$ cat config.mk
export PLATFORM = sky130hd
export DESIGN_NAME = sap_memory_unit_flat
export DESIGN_NICKNAME = d
export VERILOG_FILES = /design/src/rtl/sap_pkg.sv /design/src/rtl/sap_memory_unit_if.sv /design/src/rtl/sap_ram.sv /design/src/rtl/sap_memory_unit.sv /design/src/flat_wrapper.sv
export SDC_FILE = /design/constraint.sdc
export NUM_CORES = 1
export LEC_CHECK = 0
export ABC_AREA = 1
export BUFFER_PORTS_ARGS = -buffer_cell sky130_fd_sc_hd__buf_2
export CAP_MARGIN = 20
export CORE_MARGIN = 5
export CORE_UTILIZATION = 40
export CTS_CLUSTER_DIAMETER = 120
export CTS_CLUSTER_SIZE = 25
export DETAILED_ROUTE_END_ITERATION = 8
export PLACE_DENSITY_LB_ADDON = 0.2
export SLEW_MARGIN = 10
export SYNTH_ARGS = -nofsm -noshare
export SYNTH_HDL_FRONTEND = slang
export SYNTH_SLANG_ARGS = --single-unit
$ cat constraint.sdc
create_clock -name clk -period 2.15 [get_ports clk]
set_input_delay 0.215 -clock clk [delete_from_list [all_inputs] [get_ports clk]]
set_output_delay 0.215 -clock clk [all_outputs]
set_load 0.1 [all_outputs]
$ cat src/rtl/sap_pkg.sv
// Shared SAP definitions: control word bit positions, opcodes and loader states.
package sap_pkg;

    localparam int unsigned CW_HLT       = 11;
    localparam int unsigned CW_PC_INC    = 10;
    localparam int unsigned CW_PC_EN     = 9;
    localparam int unsigned CW_MEM_LOAD  = 8;
    localparam int unsigned CW_MEM_EN    = 7;
    localparam int unsigned CW_IR_LOAD   = 6;
    localparam int unsigned CW_IR_EN     = 5;
    localparam int unsigned CW_A_LOAD    = 4;
    localparam int unsigned CW_A_EN      = 3;
    localparam int unsigned CW_B_LOAD    = 2;
    localparam int unsigned CW_ADDER_SUB = 1;
    localparam int unsigned CW_ADDER_EN  = 0;

    localparam logic [3:0] OP_LDA = 4'b0000;
    localparam logic [3:0] OP_ADD = 4'b0001;
    localparam logic [3:0] OP_SUB = 4'b0010;
    localparam logic [3:0] OP_HLT = 4'b1111;

    typedef enum logic [1:0] {
        StIdle,
        StLoad,
        StRun
    } load_state_e;

endpackage

$ cat src/rtl/sap_memory_unit_if.sv
// Sequencer/bus and program-loader signals of the SAP memory stage.
interface sap_memory_unit_if #(
    parameter int unsigned ADDR_W = 4,
    parameter int unsigned DATA_W = 8
);
    logic              mem_load;
    logic              mem_en;
    logic              hlt;
    logic [DATA_W-1:0] bus_in;
    logic [DATA_W-1:0] bus_out;
    logic              bus_oe;
    logic              prog_start;
    logic              prog_valid;
    logic [DATA_W-1:0] prog_data;
    logic              prog_last;
    logic              prog_ready;
    logic              cpu_run;
    logic [ADDR_W:0]   load_count;

    modport master (
        output mem_load, mem_en, hlt, bus_in, prog_start, prog_valid, prog_data, prog_last,
        input  bus_out, bus_oe, prog_ready, cpu_run, load_count
    );

    modport slave (
        input  mem_load, mem_en, hlt, bus_in, prog_start, prog_valid, prog_data, prog_last,
        output bus_out, bus_oe, prog_ready, cpu_run, load_count
    );
endinterface

$ cat src/rtl/sap_ram.sv
// Program/data RAM: synchronous write, asynchronous read, contents never reset.
module sap_ram #(
    parameter int unsigned ADDR_W = 4,
    parameter int unsigned DATA_W = 8
) (
    input  logic              clk,
    input  logic              we,
    input  logic [ADDR_W-1:0] waddr,
    input  logic [DATA_W-1:0] wdata,
    input  logic [ADDR_W-1:0] raddr,
    output logic [DATA_W-1:0] rdata
);

    logic [DATA_W-1:0] mem [2**ADDR_W];

    always_ff @(posedge clk) begin
        if (we) begin
            mem[waddr] <= wdata;
        end
    end

    assign rdata = mem[raddr];

endmodule

$ cat src/rtl/sap_memory_unit.sv
// SAP memory stage: MAR, RAM and a sequential program loader that gates CPU execution.
module sap_memory_unit
    import sap_pkg::*;
#(
    parameter int unsigned ADDR_W = 4,
    parameter int unsigned DATA_W = 8
) (
    input logic              clk,
    input logic              rst,
    sap_memory_unit_if.slave bus
);

    localparam logic [ADDR_W-1:0] MaxAddr = '1;

    load_state_e       state_q;
    logic [ADDR_W-1:0] mar_q;
    logic [ADDR_W-1:0] wr_ptr_q;
    logic [ADDR_W:0]   load_count_q;
    logic [DATA_W-1:0] rdata;
    logic              accept;
    logic              unused_bus_hi;

    // A word presented alongside a restart pulse is dropped.
    assign accept = (state_q == StLoad) && bus.prog_valid && !bus.prog_start;

    always_ff @(posedge clk) begin
        if (!rst) begin
            state_q      <= StIdle;
            mar_q        <= '0;
            wr_ptr_q     <= '0;
            load_count_q <= '0;
        end else begin
            unique case (state_q)
                StIdle: begin
                    if (bus.prog_start) begin
                        state_q      <= StLoad;
                        wr_ptr_q     <= '0;
                        load_count_q <= '0;
                    end
                end
                StLoad: begin
                    if (bus.prog_start) begin
                        wr_ptr_q     <= '0;
                        load_count_q <= '0;
                    end else if (accept) begin
                        wr_ptr_q     <= wr_ptr_q + 1'b1;
                        load_count_q <= load_count_q + 1'b1;
                        if (bus.prog_last || (wr_ptr_q == MaxAddr)) begin
                            state_q <= StRun;
                        end
                    end
                end
                StRun: begin
                    // Reload only from a halted CPU; it takes priority over a MAR load.
                    if (bus.prog_start && bus.hlt) begin
                        state_q      <= StLoad;
                        mar_q        <= '0;
                        wr_ptr_q     <= '0;
                        load_count_q <= '0;
                    end else if (bus.mem_load) begin
                        mar_q <= bus.bus_in[ADDR_W-1:0];
                    end
                end
                default: state_q <= StIdle;
            endcase
        end
    end

    sap_ram #(
        .ADDR_W(ADDR_W),
        .DATA_W(DATA_W)
    ) u_ram (
        .clk  (clk),
        .we   (accept),
        .waddr(wr_ptr_q),
        .wdata(bus.prog_data),
        .raddr(mar_q),
        .rdata(rdata)
    );

    assign bus.prog_ready = (state_q == StLoad);
    assign bus.cpu_run    = (state_q == StRun);
    assign bus.load_count = load_count_q;
    assign bus.bus_oe     = (state_q == StRun) && bus.mem_en;
    assign bus.bus_out    = bus.bus_oe ? rdata : '0;

    assign unused_bus_hi = ^bus.bus_in[DATA_W-1:ADDR_W];

endmodule

$ cat src/flat_wrapper.sv
// flat-port wrapper written by rule: the top's interface ports become plain ports
module sap_memory_unit_flat import sap_pkg::*;
#(
    parameter int unsigned ADDR_W = 4,
    parameter int unsigned DATA_W = 8
)
  (clk, rst, bus_mem_load, bus_mem_en, bus_hlt, bus_bus_in, bus_prog_start, bus_prog_valid, bus_prog_data, bus_prog_last, bus_bus_out, bus_bus_oe, bus_prog_ready, bus_cpu_run, bus_load_count);
  sap_memory_unit_if #(.ADDR_W(ADDR_W), .DATA_W(DATA_W)) bus_i ();
  input logic clk;
  input logic rst;
  input wire logic [$bits(bus_i.mem_load)-1:0] bus_mem_load;
  input wire logic [$bits(bus_i.mem_en)-1:0] bus_mem_en;
  input wire logic [$bits(bus_i.hlt)-1:0] bus_hlt;
  input wire logic [$bits(bus_i.bus_in)-1:0] bus_bus_in;
  input wire logic [$bits(bus_i.prog_start)-1:0] bus_prog_start;
  input wire logic [$bits(bus_i.prog_valid)-1:0] bus_prog_valid;
  input wire logic [$bits(bus_i.prog_data)-1:0] bus_prog_data;
  input wire logic [$bits(bus_i.prog_last)-1:0] bus_prog_last;
  output wire logic [$bits(bus_i.bus_out)-1:0] bus_bus_out;
  output wire logic [$bits(bus_i.bus_oe)-1:0] bus_bus_oe;
  output wire logic [$bits(bus_i.prog_ready)-1:0] bus_prog_ready;
  output wire logic [$bits(bus_i.cpu_run)-1:0] bus_cpu_run;
  output wire logic [$bits(bus_i.load_count)-1:0] bus_load_count;
  assign bus_i.mem_load = bus_mem_load;
  assign bus_i.mem_en = bus_mem_en;
  assign bus_i.hlt = bus_hlt;
  assign bus_i.bus_in = bus_bus_in;
  assign bus_i.prog_start = bus_prog_start;
  assign bus_i.prog_valid = bus_prog_valid;
  assign bus_i.prog_data = bus_prog_data;
  assign bus_i.prog_last = bus_prog_last;
  assign bus_bus_out = bus_i.bus_out;
  assign bus_bus_oe = bus_i.bus_oe;
  assign bus_prog_ready = bus_i.prog_ready;
  assign bus_cpu_run = bus_i.cpu_run;
  assign bus_load_count = bus_i.load_count;
  sap_memory_unit #(.ADDR_W(ADDR_W), .DATA_W(DATA_W)) u_core (.clk(clk), .rst(rst), .bus(bus_i));
endmodule
==> impl_metrics.env <==
export IMPL_status="finished clean"
export IMPL_dr_first_iter_drc_count=421
export IMPL_grt_pass1_wl_mm=24.2
export IMPL_rsz0062_at_grt="true"
export IMPL_synth_seq_cells=147
export IMPL_async_flop_share=0
export IMPL_finalSetupViolCount=0
export IMPL_r2r_slack_ns=0.28
export IMPL_holdWs_ns=0.0620
export IMPL_dr_wl_met3_um=775
export IMPL_gp_congestion=0.806
export IMPL_grt_ovfl_total=0
export IMPL_clock_latency_ns=0.42
export IMPL_leakage_nw=3.42
export IMPL_fin_skew_ns=0.00641
export IMPL_place_hpwl_mm=9.24
export IMPL_m1WireLength_mm=7.16
export IMPL_r2r_start="u_core.state_q[0]"
export IMPL_yosys_cell_types_count=22
export IMPL_finish_net_count=741
export IMPL_viasPerCell=4.91
export IMPL_die_h_um=136
export IMPL_grt_use_total=0.174
export IMPL_ant_nets=0
export IMPL_grt_pass1_vias=4529
export IMPL_syn_nets=675
export IMPL_clockBufferDepth=2
export IMPL_cts_buffers=17
export IMPL_synthFlopType="edfxtp_1"
export IMPL_num_antenna_cells=0
export IMPL_grt_max_degree=33
export IMPL_final_common_cell="nand2_1"
export IMPL_n_fill_cell=1366
export IMPL_end_kind="primary output"
export IMPL_period_share=0.999
export IMPL_final_util=0.532
export IMPL_routed_wl_met2_mm=8.26
export IMPL_routed_wl_mm=16.5
export IMPL_tightest_slew_ns=0.493
export IMPL_ioPinCount=40
export IMPL_period_needed_ns=2.15
export IMPL_synth_seq_area_share=0.663
export IMPL_drive_above_1_share=0.254
export IMPL_synthCells=646
export IMPL_synth_edf_count=128
export IMPL_cp_start_kind="flop"
export IMPL_die_w_um=136
export IMPL_hold_path_class="in2reg"
export IMPL_netlist_area_um2=6370
export IMPL_start_util=0.404
export IMPL_clk_pin_slew_ns=0.06
export IMPL_area_delta_synth_final_pct=31.7
export IMPL_cts_tree="built"
export IMPL_cts_sinks=147
export IMPL_multi_input_area_um2=2180
export IMPL_avgSynthCellArea_um2=9.87
export IMPL_p_per_area_nw_per_um2=753
export IMPL_drv_cap=0
export IMPL_required_ns=1.93
export IMPL_die_area_um2=18600
export IMPL_ctsRootBufferMaster="clkbuf_16"
export IMPL_vias=4619
export IMPL_cts_htree_levels=4
export IMPL_top_layer="met4"
export IMPL_synth_warnings=0
export IMPL_peakVddDrop_mv=0.542
export IMPL_register_area_um2=4230
export IMPL_setup_tns_final_ns=0
export IMPL_drt_pass1_iter_count=5
export IMPL_crit_arrival_ns=1.93
export IMPL_finalMaxSlewViolations=0
export IMPL_antenna_found_initial=0
export IMPL_rows=46
export IMPL_hold_start="rst"
export IMPL_critPathKind="reg2out"
export IMPL_hold_viol=0
export IMPL_final_cell_mix="nand2_1 (218), edfxtp_1 (128), inv_1 (80)"
export IMPL_finalPower_w=0.00632
export IMPL_slew_headroom=0.674
export IMPL_fin_area_um2=8390
export IMPL_drc=0
export IMPL_coreArea_um2=15800
export IMPL_worstPathMaxFanout=8
export IMPL_placed_area_um2=7180
export IMPL_max_freq_mhz=466
export IMPL_port_buffers=35
export IMPL_wl_per_cell_um=17.5
-- metrics by stage --
stage	cells	setup slack [ns]
CTS	929	0.0107
global placement	896	0.335
global route	940	-0.0641
finish	940	0.00286
floorplan	646	-0.0943
detailed placement	896	0.294
-- routing by layer --
layer,global-route usage,up-vias
met1,0.222,2233
met2,0.293,117
met4,0.0666,0
met3,0.0340,25
met5,0,-
li1,-,2244
-- layout make-up --
class / count / share of cell area
Sequential cell: 147 / 0.504
Multi-Input combinational cell: 388 / 0.260
Clock buffer: 19 / 0.0516
Tap cell: 216 / 0.0322
Inverter: 86 / 0.0413
Timing Repair Buffer: 72 / 0.0923
Clock inverter: 12 / 0.0185
-- registers in the layout, summed over array words and instances (netlist names), named ones only --
| signal | count |
|---|---|
| u_core.bus.load_count | 5 |
| u_core.u_ram.mem | 128 |
| u_core.wr_ptr_q | 4 |
| u_core.mar_q | 4 |
| u_core.state_q | 2 |
-- cell usage after synthesis (3+ instances only) --
| cell | count | area [um^2] |
|---|---|---|
| nand2_1 | 228 | 856 |
| edfxtp_1 | 128 | 3840 |
| nand3_1 | 87 | 435 |
| inv_1 | 83 | 312 |
| nor2_1 | 25 | 93.8 |
| a21oi_1 | 22 | 110 |
| dfxtp_1 | 19 | 380 |
| buf_2 | 13 | 65.1 |
| clkbuf_1 | 10 | 37.5 |
| ha_1 | 5 | 62.6 |
| nor3_1 | 4 | 20.0 |
| o21ai_0 | 4 | 20.0 |
| inv_2 | 3 | 11.3 |
| nor2_4 | 3 | 33.8 |
-- where the power goes --
group / switching (W) / leakage (nW) / internal (W) / total (W)
combinational: 0.000172 / 1.82 / 0.0000575 / 0.000229
sequential: 0.0000125 / 1.31 / 0.00311 / 0.00312
clock: 0.00115 / 0.287 / 0.00182 / 0.00297
-- worst paths after layout --
check / endpoint / cells past startpoint
setup / recovery: bus_bus_out[2] / 8
hold / removal: u_core.bus.load_count[4] / 3
setup reg to reg: u_core.u_ram.mem[15][4] / 6
hold reg to reg: flop / 2
-- timing repair --
item,in CTS,in global routing
hold buffers,0,0
endpoints found under the hold margin,0,0
endpoints found under the setup margin,8,8
gates resized for setup,19,61
buffers inserted,0,4
pin swaps,6,31
gates cloned,2,7
-- critical path: stages (launching register included) --
cell and delay, ns:
dfxtp_4 0.43, clkinv_8 0.13, buf_16 0.17, nand2_1 0.07
nand3_1 0.09, nand3_2 0.11, nand3_4 0.08, a21oi_4 0.21
buf_12 0.20
-- kinds of logic after synthesis --
logic type      count (synthesis)  share of synthesized area
flops                         147                      0.663
xor+xnor                        2                    0.00275
simple gates                  353                      0.234
buf+inv                       111                     0.0679
compound gates                 28                     0.0232
fa+ha+maj                       5                    0.00981
Note: power is estimated with default switching activity, not from simulation.
